[src/rtl/sfx_sequencer.sv]
// Sound-effect sequencer: on a game event, steps a beat index through the hit or score
// effect at a fixed beat rate, then returns to silence (beat 0).
module sfx_sequencer #(
  parameter int unsigned CLK_HZ  = 100000000,
  parameter int unsigned BEAT_HZ = 8,
  parameter int unsigned LEN0    = 6,
  parameter int unsigned LEN1    = 7
) (
  input  logic       clk,
  input  logic       rst,
  input  logic       trig_hit,
  input  logic       trig_score,
  input  logic       mute,
  output logic [7:0] ibeat_num,
  output logic       sel,
  output logic       busy,
  output logic       done
);

  localparam int unsigned Div = CLK_HZ / BEAT_HZ;

  typedef enum logic [0:0] {StIdle, StPlay} state_e;

  state_e      state_q;
  logic [31:0] timer_q;
  logic [7:0]  beat_q;
  logic        sel_q;
  logic        done_q;

  logic        start;
  logic        tick;
  logic        last_beat;
  logic [31:0] len_m1;

  // Score always (re)starts; hit only starts from idle.
  assign start     = trig_score | (trig_hit & (state_q == StIdle));
  assign tick      = (state_q == StPlay) && (timer_q == Div - 1);
  assign len_m1    = sel_q ? (LEN1 - 1) : (LEN0 - 1);
  assign last_beat = ({24'd0, beat_q} >= len_m1);

  always_ff @(posedge clk or posedge rst) begin
    if (rst) begin
      state_q <= StIdle;
      timer_q <= '0;
      beat_q  <= '0;
      sel_q   <= 1'b0;
      done_q  <= 1'b0;
    end else begin
      done_q <= 1'b0;
      if (start) begin
        state_q <= StPlay;
        sel_q   <= trig_score;
        beat_q  <= '0;
        timer_q <= '0;
      end else if (state_q == StPlay) begin
        if (tick) begin
          timer_q <= '0;
          if (last_beat) begin
            state_q <= StIdle;
            beat_q  <= '0;
            done_q  <= 1'b1;
          end else begin
            beat_q <= beat_q + 8'd1;
          end
        end else begin
          timer_q <= timer_q + 32'd1;
        end
      end
    end
  end

  assign ibeat_num = mute ? 8'd0 : beat_q;
  assign sel       = sel_q;
  assign busy      = (state_q == StPlay);
  assign done      = done_q;

endmodule

[config.mk]
export PLATFORM = sky130hd
export DESIGN_NAME = sfx_sequencer
export DESIGN_NICKNAME = d
export VERILOG_FILES = /design/src/rtl/sfx_sequencer.sv
export SDC_FILE = /design/constraint.sdc
export NUM_CORES = 1
export LEC_CHECK = 0
export BUFFER_PORTS_ARGS = -buffer_cell sky130_fd_sc_hd__buf_2
export CAP_MARGIN = 5
export CORE_MARGIN = 4
export CORE_UTILIZATION = 60
export DETAILED_ROUTE_END_ITERATION = 10
export PLACE_DENSITY = 0.81
export SYNTH_ARGS = -nofsm -noshare
export SYNTH_HDL_FRONTEND = slang
export SYNTH_SLANG_ARGS = --single-unit
[constraint.sdc]
create_clock -name clk -period 3.9 [get_ports clk]
set_clock_uncertainty 0.2 [all_clocks]
set_input_delay 0.39 -clock clk [delete_from_list [all_inputs] [get_ports clk]]
set_output_delay 0.39 -clock clk [all_outputs]
set_load 0.03 [all_outputs]
# ---- Word-level counts from Yosys, hierarchy flattened
# Index checks and enable logic that the tools add are counted.
dict set report classes {
  addsub 2
  n_lt_le_gt_ge 1
  eq_ne 1
  n_mux 17
  bitwise_logic 3
  reduce_logical 4
}
# operator n
set ops {}
lappend ops {{32-bit 2-to-1 mux} 3}
lappend ops {{8-bit 2-to-1 mux} 5}
lappend ops {{32-bit by 1-bit adder with 32-bit output (second input constant)} 1}
lappend ops {{32-bit by 24-bit equality test with 1-bit output (second input constant)} 1}
lappend ops {{8-bit by 1-bit adder with 8-bit output (second input constant)} 1}
lappend ops {{8-bit by 3-bit greater-or-equal comparator with 1-bit output} 1}
lappend ops {{1-bit 2-to-1 mux} 8}
lappend ops {{2-bit nonzero test} 2}
lappend ops {{2-bit 2-to-1 mux} 1}
lappend ops {{2-bit AND reduction} 1}
lappend ops {{1-bit AND} 1}
lappend ops {{1-bit logical AND} 1}
lappend ops {{1-bit inverter} 1}
lappend ops {{1-bit OR} 1}
dict set report totals {
  regBits 43
  input_bits 5
  output_inout_bits 11
  wordCells 33
}

# ---- Depth between registers and ports, before layout
# Gate-level depths: netlist of the first run.
dict set report logic_depth {
  depth_word 6
  depth_mapped 7
  ltp_nobuf 7
}

# ---- Worst setup path after synthesis of the first run
# Ideal clock, no wire load.
dict set report synth_timing {
  path_kind {flip-flop to flip-flop}
  from {register state_q (netlist: busy)}
  to {register timer_q[1]}
  setup_ns 0.144
  arrival_time_ns 1.864
  t_required_ns 3.556
  slack_ns 1.692
  stages_incl_launch_ff 8
  n_path_buf 2
  period_less_slack_ns 2.208
  cell_sequence {dfrtp_1 and4bb_2 nand4b_1 or4_1 buf_6 nand2_4 buf_6 o22ai_1}
}
dict set report synth_between {
  elab_chain_cells 4
  elab_cells_between_ends 8
  cone_classes {mux: 3; bitwise: 3; reduce/logical: 2}
}
# item line
set synth_rtl {}
lappend synth_rtl {{from (decl)} 24} ;# state_e state_q;
lappend synth_rtl {{from (signal assigned)} 43} ;# state_q <= StIdle;
lappend synth_rtl {{from (signal assigned)} 51} ;# state_q <= StPlay;
lappend synth_rtl {{from (signal assigned)} 59} ;# state_q <= StIdle;
lappend synth_rtl {{1-bit logical AND / 1-bit inverter (equally long branches)} {37, 36}}
lappend synth_rtl {{32-bit 2-to-1 mux / 1-bit AND (equally long branches)} {56, 36}}
lappend synth_rtl {{32-bit 2-to-1 mux / 1-bit OR (equally long branches)} {55, 36}}
lappend synth_rtl {{32-bit 2-to-1 mux / 2-bit nonzero test (equally long branches)} --}
lappend synth_rtl {{to (signal assigned)} 66} ;# timer_q <= timer_q + 32'd1;
lappend synth_rtl {{to (decl)} 25} ;# logic [31:0] timer_q;
# Parallel ways exist; a longest one is shown, timed or not. The select of a mux whose other input is x is not followed.
# A chain may end at the register's enable or synchronous reset.

# ---- Worst setup path in the final report of the first run
dict set report layout_timing {
  from {register timer_q[0]}
  to {register timer_q[1]}
}
dict set report layout_between {
  elab_chain_cells 5
  elab_cells_between_ends 6
  cone_classes {add/sub: 1; eq/ne: 1; mux: 3; reduce/logical: 1}
}
# item line
set layout_rtl {}
lappend layout_rtl {{branches (longest 2 deep; another with 32-bit by 1-bit adder with 32-bit output)} --}
lappend layout_rtl {{32-bit 2-to-1 mux *} 56} ;# if (tick) begin
lappend layout_rtl {{32-bit 2-to-1 mux *} 55} ;# end else if (state_q == StPlay) begin
lappend layout_rtl {{32-bit 2-to-1 mux *} 50} ;# if (start) begin
# Mark *: on every way between the ends. The select of a mux whose other input is x is not followed.

==> results of run 1 <==
flip-flops by register name, indices dropped and copies added (netlist names):
signal,cells
busy,1
timer_q,32
sel,1
beat_q,8
done,1
power groups by stage:
stage	logic [mW]	registers, mW	clock network, mW
2_1_floorplan	0.0211	0.459	0
3_3_place_gp	0.0282	0.460	0
3_5_place_dp	0.0280	0.460	0
4_1_cts	0.0281	0.451	0.276
5_1_grt	0.0318	0.452	0.295
6_report	0.0273	0.451	0.269
cell families after synthesis:
family | Yosys count | share of synthesized area
compound gates | 17 | 0.0478
buf+inv | 12 | 0.0328
flops | 43 | 0.478
xor+xnor | 29 | 0.113
fa+ha+maj | 4 | 0.0222
simple gates | 127 | 0.307
critical path: stages, from the launching register on:
cell and delay [ns]:
dfrtp_1 0.42, ha_1 0.21, nand4_1 0.24, or4_1 0.77
nand2_4 0.35, o22ai_1 0.15
how the worst max path moves through the flow:
stage,from,endpoint,depth (start not counted)
global route,timer_q[0]$_DFFE_PP0P_,timer_q[1]$_DFFE_PP0P_,5
finish,timer_q[0]$_DFFE_PP0P_,timer_q[1]$_DFFE_PP0P_,5
CTS,timer_q[0]$_DFFE_PP0P_,timer_q[1]$_DFFE_PP0P_,5
detailed placement,timer_q[0]$_DFFE_PP0P_,timer_q[1]$_DFFE_PP0P_,5
floorplan,busy$_DFF_PP0_,timer_q[1]$_DFFE_PP0P_,7
global placement,timer_q[0]$_DFFE_PP0P_,timer_q[1]$_DFFE_PP0P_,5
area by class of cell:
cell class / count / area (sq um)
clock buffer: 7 / 76.3
sequential: 43 / 1080
inverter: 6 / 22.5
tap: 46 / 57.6
timing repair buffer: 18 / 97.6
multi-input combinational: 177 / 1100
clock inverter: 1 / 5.00
fill: 278 / 1030
cell usage after synthesis (all sizes together) (5+ instances only):
master,number
buf,6
xor2,23
a21oi,6
nand3,14
nor2b,7
nand2,19
nand4,13
nor3,7
inv,6
dfrtp,43
and3,11
xnor2,6
nor4,5
nor2,38
layer usage:
| metal | up-vias | global-route usage | share of wire |
|---|---|---|---|
| met5 | - | 0 | 0 |
| met4 | 0 | 0.0369 | 0.0064 |
| met3 | 3 | 0.0609 | 0.051 |
| met2 | 34 | 0.304 | 0.47 |
| met1 | 823 | 0.266 | 0.47 |
| li1 | 853 | - | - |
metrics by stage:
| step | setup slack, ns | area [sq um] |
|---|---|---|
| 6_report | 1.43 | 2440 |
| 5_1_grt | 1.27 | 2440 |
| 4_1_cts | 1.41 | 2440 |
| 3_5_place_dp | 1.44 | 2360 |
| 3_3_place_gp | 1.48 | 2360 |
| 2_1_floorplan | 1.69 | 2250 |
==> summary by stage, run 1 <==
Status
The flow ran to the end, and the final reports show no timing, DRC or antenna violations.

Synth
By area the synthesized netlist is led by dfrtp_1 48%, xor2_1 8.9%, nor2_1 6.3%, nand4_1 3.6%, nand3_1 3.1%. The number of register bits inferred by synthesis is 43. The cell area that synthesis handed to floorplanning was 0.00225 sq mm. The mean instance size in the synthesized netlist is 9.71 sq um. The Yosys step of the flow raised 0 warnings. The area fraction of the dominant cell type after synthesis is 0.478.

The most used flip-flop cell after synthesis is dfrtp_1. The number of enable-type register cells in the synthesized netlist is 0. Of the synthesized area, sequential elements account for 0.478. When the netlist entered floorplanning its net count stood at 241.

Synthesis handed over a netlist of 232 instances. Of all cell types, the one taking the most synthesized area is dfrtp_1. The post-synthesis async set-or-reset flop share is 1.00. The number of distinct library cells after synthesis is 39.

Detailed routing
The detail route stage leaves a number of antenna-violating nets equal to 0. For this block, the routed nets add up to 4.20 mm of wire. For this run, design rule violations remaining after detail routing come to 0. The final routed wire length divided by cell count is 14.1 um. The ratio of routed vias to standard cells is 5.75.

The number of detailed-routing iterations run before antenna repair is 4. The first routing iteration left 102 violations. The routed layout has 1,713 vias.

Power and ir drop
The total power draw is 748 uW. The worst-case IR drop observed on VDD is 0.296 mV. The fraction of power spent switching nets is 0.224.

The leakage power figure is 1.11 nW. The analysis attributes to net switching a power of 168 uW. The share of total power dissipated in the clock network is 0.360. The internal power is 580 uW. The sequential share of power is 0.604.

Of the total power, combinational logic draws 0.037. Dividing total power by cell area gives a power density of 307 mW/mm^2.

Finish
The area added between synthesis and finish is 8.22%. The net count of the finished layout is 260. The antenna diode instance count is 0. The leading cell type in the layout, fill and taps excluded is dfrtp_1.

Leaving out filler cells and counting taps, the final layout contains 298. Measured on the finished design, the core utilization comes to 0.703. The share of layout cells above drive strength 1 is 0.131. In the layout the commonest cells are 43 x dfrtp_1, 38 x nor2_1, 23 x xor2_1.

STA
The final hold violation count is 0. Counting I/O delays and the setup requirement, the final critical path takes 2.47 ns. In the finished design, the share of the clock period the worst path needs comes to 0.633.

The worst-margin pin slew is 0.830 ns. The maximum achievable frequency is 0.405 GHz. Setup repair after global routing left no endpoint under its margin. The final setup violation count is 0. The worst-case headroom to the max-slew limit is 0.445. The count of pins over their slew limit is 0. The final hold slack is 0.0151 ns. Summed over all failing endpoints, the final setup total negative slack is 0 ns.

Floorplan
The number of rows in the core area is 21. From left edge to right edge, the die measures 69.3 um. The die area is 0.00480 sq mm.

Measured along the y axis, the die boundary spans 69.3 um. The region available for standard cell placement spans 0.00347 sq mm. In this run the count of I/O pins placed on the die edge is 16. The initial utilization of the core area, before any placement, comes to 0.649.

Clocking
The clock tree synthesis step divided the H-tree into 2 levels. Buffers added to address setup during post-CTS repair amount to 0. The CTS root buffer is clkbuf_8. The clock-pin slew on the worst setup and hold paths is 0.08 ns. The tree built by TritonCTS fans out to 43 sinks. The cts-stage hold buffer count is 0. TritonCTS built the clock tree. In this run, post-CTS repair resized a total of 0 instances. The maximum clock insertion buffer count is 2. The number of clock buffers added by TritonCTS is 5.

The clock reaches the later pin of the worst-skew pair after 0.29 ns.

Placed design
The instance count after placement with tap cells included is 290. The HPWL after detailed placement is 2.94 mm. The number of buffers added on ports is 15. At the end of routability-driven placement, the weighted congestion stood at 0.814.

Worst setup path
The setup check on the worst reg-to-reg path leaves a slack of 1.43 ns. The launching element type of the critical path is a register. The beginning of the worst register-to-register path is timer_q[0]$_DFFE_PP0P_. The setup path with the least slack is of type register to register. For the worst setup path, the data arrival time is 2.44 ns. STA classifies the critical path endpoint as a register. The largest fanout of any net on the critical path is 31.

The required time at the endpoint of the critical path is 3.87 ns. Counting cells, the worst reg-to-reg path comes to 5. The endpoint identified for the worst register-to-register timing path is timer_q[1]$_DFFE_PP0P_.

Global route
Entering global routing, the biggest net connects 44 pins. The first global-routing pass estimated 7.69 mm of wire. The number of antenna violations at the first check in global routing is 0. The total overflow left after global routing is 0. The all-layer global routing usage is 0.194. The number of global-route vias before repair is 1,698.

Hold path
The min-delay analysis places its worst path in the category input port to asynchronous set/reset pin.

Job
The max-cap violation count is 0.
Power figures use the tool's default switching activity.
==> run 2: changes to the inputs <==
- ABC_AREA: default -> 1
- clock period: 3.9 -> 2.5 ns (I/O delays scaled with it)
==> summary by stage, run 2 <==
Global route
Across every metal layer, demand over resource in global routing totals 0.245. Entering global routing, the biggest net connects 25 pins. The number of global-route vias before repair is 2,303. The first global-routing pass estimated 10.1 mm of wire.

The number of antenna violations at the first check in global routing was 0. The total global routing overflow is 0.

Synth
The number of distinct library cells after synthesis is 25. The total standard cell area after synthesis is 0.00260 sq mm. The post-synth net total is 385.

Sorting the synthesized cells by how often they occur yields 96 x nand2_1, 84 x nor2_1, 55 x inv_1. The number of register bits inferred by synthesis is 43. In the post-synthesis netlist, the cell with the most instances is nand2_1.

Ranked by total cell area, the synthesized netlist is headed by dfrtp_1 41%, nand2_1 14%, nor2_1 12%, inv_1 7.9%, nand3_1 5.2%. The Yosys step of the flow raised 0 warnings. The share of synthesized area in the top cell type comes to 0.414.

The most used flip-flop cell after synthesis is dfrtp_1. The mean instance size in the synthesized netlist is 6.92 sq um. The biggest area consumer among synthesized cells is dfrtp_1. The post-synthesis async set-or-reset flop share is 1.00.

The count of mapped cells out of synthesis is 376. The number of enable-type register cells in the synthesized netlist is 0. The share of the Yosys chip area taken by registers is 0.414.

Job
The tool flagged a number of max-cap violations equal to 0.

Finish
The register with the highest flop count is timer_q. The library cells used most frequently in the layout, excluding fill and tap cells, are 96 x nand2_1, 84 x nor2_1, 54 x inv_1. The antenna diode instance count is 0.

The share of layout cells above drive strength 1 is 0.103. The library cell used most frequently in the layout, excluding fill and tap cells, is nand2_1. In the final layout, the registers with the most flip-flops are timer_q: 32 flops, beat_q: 8 flops. The flip-flop count of the largest register, all copies and words added is 32. In the final design database the tool counted 408 nets. Compared with the post-synthesis result, the final layout area differs by 11.1%.

STA
Setup repair after global routing left no endpoint under its margin. The part of the cycle the worst path needs is 0.838. The worst-margin pin slew is 0.495 ns. The worst-case headroom to the max-slew limit is 0.668. The maximum achievable frequency is 0.477 GHz. Setup violations remaining at the end of the flow were counted as 0. The final hold violation count is 0. The worst setup margin is 0.405 ns. For the finished layout, the period the worst path requires is 2.09 ns. The count of pins over their slew limit is 0. The total negative slack is 0 ns.

Detailed routing
In the final routed layout, each cell accounts on average for 12.9 um. The count of routing violations after the opening detailed-route iteration is 150. For this run, design rule violations remaining after detail routing come to 0. The number of detailed-routing iterations run before antenna repair is 4. The wire length reported by the detailed router is 5.80 mm. Across all layers, the routed design uses 2,348 vias.

The ratio of routed vias to standard cells is 5.22. The count of nets left with antenna violations once routing finished came out at 0.

Power and ir drop
Dividing total power by cell area gives a power density of 504 mW/mm^2. The leakage power figure is 1.40 nW. The worst vdd rail ir drop is 0.388 mV.

Clocking
The maximum clock insertion buffer count is 2. The number of sinks driven by the clock tree is 43. The number of buffers inserted by post-CTS setup repair is 0. The later-pin clock latency in the skew report is 0.30 ns. In this run the number of H-tree levels came out at 2. TritonCTS built the clock tree.

Clock-pin slew was measured on the worst setup and hold paths at 0.08 ns. The tree is rooted in a clkbuf_8. TritonCTS created 5 clock buffers.

Floorplan
The die covers 0.00545 sq mm. During I/O placement, the number of pins put on the boundary was 16. The floorplan has 23 rows.

The placeable core area is 0.00409 sq mm. The die is 73.8 um wide. The initial standard-cell utilization of the core is 0.637. The die is 73.8 um tall.

Status
The flow ran to the end, and the final reports show no timing, DRC or antenna violations.

Hold path
The classification of the worst-slack hold path is input port to register.

Worst setup path
The arrival time reported for the critical path endpoint is 2.08 ns. The start-to-end type of the worst setup path is register to register. STA classifies the critical path endpoint as a register. The cell with the largest stage delay on the worst path is dfrtp_1.

The largest stage delay on the critical path is 0.37 ns. The launching element type of the critical path is a register. In this run the worst path has a maximum fanout of 11. STA puts the critical path data required time at 2.49 ns.

The critical path goes through ha_1 -> nand2_1 -> nor2_2 -> inv_2 -> nor2_1 -> nand2_1 -> o21ai_1 -> buf_4 -> nor2_1.

Placed design
The number of buffers added on ports is 15. The HPWL after detailed placement is 4.41 mm. The final weighted congestion in routability-driven placement is 0.873. Prior to clock tree synthesis, the placed netlist has a worst setup slack of 0.431 ns.
## run 2: cell types whose count changed after synthesis, moves of 4 or more
cell | previous run | this run
inv_1 | 6 | 55
xor2_1 | 23 | 9
nor3_1 | 5 | 10
and3_1 | 11 | 0
nand3_1 | 14 | 27
o21ai_0 | 2 | 7
nor2_1 | 38 | 84
nand2_1 | 18 | 96
nor2b_1 | 7 | 0
nor4_1 | 4 | 0
## run 2: per-layer routing
| metal | part of all wire | track usage | routed length [um] |
|---|---|---|---|
| met1 | 0.46 | 0.314 | 2690 |
| met2 | 0.47 | 0.401 | 2720 |
| met3 | 0.042 | 0.0506 | 243 |
| met4 | 0.025 | 0.101 | 146 |
| met5 | 0 | 0 | 0 |
## run 2: worst max-delay path: cells and delay by family (launching register included)
family	cells	cell delay [ns]
compound gates	1	0.37
flops	1	0.37
fa+ha+maj	1	0.21
simple gates	5	0.50
buf+inv	2	0.32
## run 2: report_power, final
group	total [mW]	internal, mW	switching [mW]
Sequential	0.719	0.706	0.0132
Clock	0.639	0.399	0.240
Combinational	0.0983	0.0319	0.0664
Total	1.46	1.14	0.319
## run 2: cell families (layout without fill, tap and decap cells)
| logic type | count (synthesis) | in the layout | share of synthesized area |
|---|---|---|---|
| AO/OA/AOI/OAI | 14 | 14 | 0.0332 |
| XOR/XNOR | 13 | 13 | 0.0438 |
| adder cells (fa/ha/maj) | 4 | 4 | 0.0192 |
| buffers and inverters | 63 | 87 | 0.0948 |
| flip-flops | 43 | 43 | 0.414 |
| AND/OR/NAND/NOR | 239 | 239 | 0.395 |
## run 2: repair_timing
action,4_1_cts,5_1_grt
gates resized for setup,0,0
hold endpoints to repair,43,0
hold buffers,1,0
## run 2: cell type report
cell class,instances,area [sq um]
Clock buffer,6,72.6
Clock inverter,2,60.1
Fill cell,344,1200
Inverter,58,218
Multi-Input combinational cell,270,1280
Sequential cell,43,1080
Tap cell,50,62.6
Timing Repair Buffer,21,123
## run 2: final timing paths
check	from	endpoint	slack [ns]	cells after the start
setup / recovery	timer_q[1]$_DFFE_PP0P_	timer_q[10]$_DFFE_PP0P_	0.41	9
min in group asynchronous	rst	timer_q[29]$_DFFE_PP0P_	0.31	4
hold / removal	trig_score	sel$_DFFE_PP0N_	0.08	3
max in group asynchronous	rst	timer_q[14]$_DFFE_PP0P_	1.51	4
setup reg to reg	timer_q[1]$_DFFE_PP0P_	timer_q[10]$_DFFE_PP0P_	0.41	9
hold reg to reg	timer_q[0]$_DFFE_PP0P_	timer_q[0]$_DFFE_PP0P_	0.32	2
## run 2: per-stage QoR
step                      area [sq um]  cells  total power [mW]  hold slack (ns)   util
final                             2890    450              1.46           0.0835  0.707
after global routing              2890    450              1.51            0.110  0.707
after CTS                         2890    450              1.47           0.0717  0.707
after detailed placement          2750    441             0.830           0.0943  0.672
after global placement            2750    441             0.827           0.0888  0.672
after floorplan                   2600    376             0.799            0.177      -
==> run 3: changes to the inputs <==
- CORE_UTILIZATION: 60 -> 55
- PLACE_DENSITY: 0.81 -> 0.78
- clock period: 2.5 -> 1.7 ns (I/O delays scaled with it)
==> summary by stage, run 3 (synthesis gave the netlist of run 2 again) <==
Clocking
The clock passes through at most 2 buffers. TritonCTS built the clock tree. The number of sinks driven by the clock tree is 43. The depth of the CTS H-tree is 2. Clock tree synthesis selected as its root buffer the cell clkbuf_8.

The number of CTS-inserted buffers is 5. The later-pin clock latency in the skew report is 0.32 ns. The clock-pin slew on the worst setup and hold paths is 0.10 ns.

Finish
The share of layout cells above drive strength 1 is 0.403. The flip-flop count of the largest register, all copies and words added is 32. In the final layout, the registers with the most flip-flops are timer_q: 32 flops, beat_q: 8 flops. The register with the highest flop count is timer_q.

Excluding fillers, the count of instances in the completed layout stands at 526. The repair_antennas step left the layout with diodes totalling 0. In the layout the commonest cells are 73 x nand2_1, 63 x buf_4, 54 x nor2_1. Summing all flip-flop and latch instances after layout gives 0.00108 sq mm.

The filler cells instantiated in the layout total 185. The post-route cell area is 0.00388 sq mm. At the end of the flow the core is filled with cells to 0.868. The area growth from synthesis to layout is 49.3%.

The net count reported at finish is 482. Summing all multi-input logic gate instances after layout gives 0.00163 sq mm. The leading cell type in the layout, fill and taps excluded is nand2_1.

Detailed routing
The via count is 3,348. The detailed-route DRC error count is 0. The wire length reported by the detailed router is 11.4 mm. For this run, the detailed router's first-pass iteration total came to 6.

The ratio of routed vias to standard cells is 6.37. The residual antenna-violating net count after detailed routing is 0. The final routed wire length divided by cell count is 21.7 um.

The count of routing violations after the opening detailed-route iteration is 774.

Power and ir drop
The leakage power figure is 1.89 nW. Of the total power, the share spent switching nets is 0.298. The analysis attributes to net switching a power of 631 uW. The internal power is 1.49 mW.

The portion of total power attributed to the clock network is 0.361. Of the total power, registers draw 0.500. The power density over the cells is 546 mW/mm^2. The design draws 2.12 mW.

Of the total power, combinational logic draws 0.139. VDD sags by at most 0.473 mV.

Worst setup path
Of all nets on the critical path, the largest fanout is 4. Data on the critical path is required at its endpoint by 1.76 ns. The worst setup path is launched from a register. The worst setup path is captured at a register. The endpoint of the worst register-to-register path is beat_q[3]$_DFFE_PP0P_.

On the critical path, the stage with the largest delay is an instance of dfrtp_1. The register-to-register setup slack is -0.35 ns. The cell depth of the worst flop-to-flop path is 9. The worst setup path startpoint is beat_q[0]$_DFFE_PP0P_.

The largest stage delay on the critical path is 0.45 ns. The signal on the critical path passes through inv_2 -> ha_1 -> inv_1 -> a21boi_1 -> o21ai_2 -> nand2_2 -> nor2_1 -> nand3_1 -> nand2_1. The end point of the critical path is beat_q[3]$_DFFE_PP0P_. The start-to-end type of the worst setup path is register to register. The critical path buffer and inverter count is 2. The worst register-to-register path begins at beat_q[0]$_DFFE_PP0P_. The kind of cell with the highest combined delay along the critical path is simple AND/OR/NAND/NOR gates.

Data on the critical path arrives at its endpoint at 2.11 ns. Counting buffers and inverters, the worst setup path is 9 cells deep.

Global route
The pin count of the biggest net entering global routing is 44. The number of antenna violations at the first check in global routing is 0. For this run, the total global-route usage over all layers was measured as 0.262. The number of global-route vias before repair is 2,612. The total global routing overflow is 0.

The first global-routing pass estimated 12.4 mm of wire.

Placed design
The instance count after placement with tap cells included is 500. The final weighted congestion in routability-driven placement is 0.890. The HPWL after detailed placement is 4.79 mm. The number of buffers added on ports is 15. OpenSTA, run right after detailed placement, puts the worst setup slack at -0.113 ns. The area after detailed placement is 0.00322 sq mm.

STA
The minimum clock period after layout is 2.05 ns. At the pin with the least slew margin, the transition time is 0.560 ns. Hold is met by 0.0269 ns. Dividing the final minimum period by the clock period gives 1.21. Setup repair after global routing could not meet its margin everywhere.

Setup violations remaining at the end of the flow were counted as 41. The worst setup margin is -0.350 ns. The final hold violation count came to 0. The maximum achievable frequency is 0.488 GHz. The count of pins over their slew limit is 0.

In the final timing run, aggregate negative setup slack is -8.94 ns. The worst pin sits at a relative slew slack of 0.625.

Floorplan
The number of rows in the core area is 24. The number of primary I/O pins is 16. The horizontal die dimension is 76.8 um. The initial standard-cell utilization of the core is 0.581.

The floorplan step defined a die boundary enclosing 0.00589 sq mm. The floorplan step set the die height to 76.8 um. The placeable core area is 0.00447 sq mm.

Hold path
The path class of the tightest hold or removal check is input port to register.

Job
Across the run, the number of max-cap violations was 0.

Status
The checks that failed: setup timing. The flow ran to the end, but the final reports show violations.
run 3: cell type report:
class / count / area share
well taps: 52 / 0.0168
inverters: 58 / 0.0561
clock inverters: 2 / 0.00419
repair buffers: 95 / 0.204
clock buffers: 6 / 0.0213
flip-flops and latches: 43 / 0.278
multi-input cells: 270 / 0.420
run 3: worst min path at each step:
stage	start	endpoint	slack, ns	depth (start not counted)
after floorplan	trig_score	sel$_DFFE_PP0N_	0.1	2
after global placement	rst	beat_q[0]$_DFFE_PP0P_	0.02	3
after detailed placement	rst	timer_q[20]$_DFFE_PP0P_	0.04	3
after CTS	trig_score	done$_DFF_PP0_	0.01	4
after global routing	trig_score	done$_DFF_PP0_	0.05	4
final	trig_score	done$_DFF_PP0_	0.03	4
run 3: worst min-delay path: cells and delay by family:
kind,cells,cell delay [ns]
buf+inv,2,0.25
compound gates,1,0.05
simple gates,1,0.04
run 3: routing by layer:
layer | GRT usage | up-vias | share of wire
met5 | 0 | - | 0
met4 | 0.0924 | 0 | 0.077
met3 | 0.0492 | 108 | 0.12
met2 | 0.440 | 366 | 0.46
met1 | 0.337 | 1524 | 0.35
li1 | - | 1350 | -
run 3: power groups by stage:
stage | sequential, mW | clock, mW | combinational (mW)
after floorplan | 1.08 | 0 | 0.102
after global placement | 1.07 | 0 | 0.184
after detailed placement | 1.07 | 0 | 0.188
after CTS | 1.05 | 0.719 | 0.221
after global routing | 1.06 | 0.790 | 0.311
final | 1.06 | 0.765 | 0.295
run 3: what timing repair did:
action                                 4_1_cts  5_1_grt
setup endpoints to repair                   38       41
resized for setup                           29       83
buffers inserted                             6        8
endpoints found under the hold margin       44        0
cloned                                       1        1
pin swaps                                   13       31
hold buffers                                 2        0
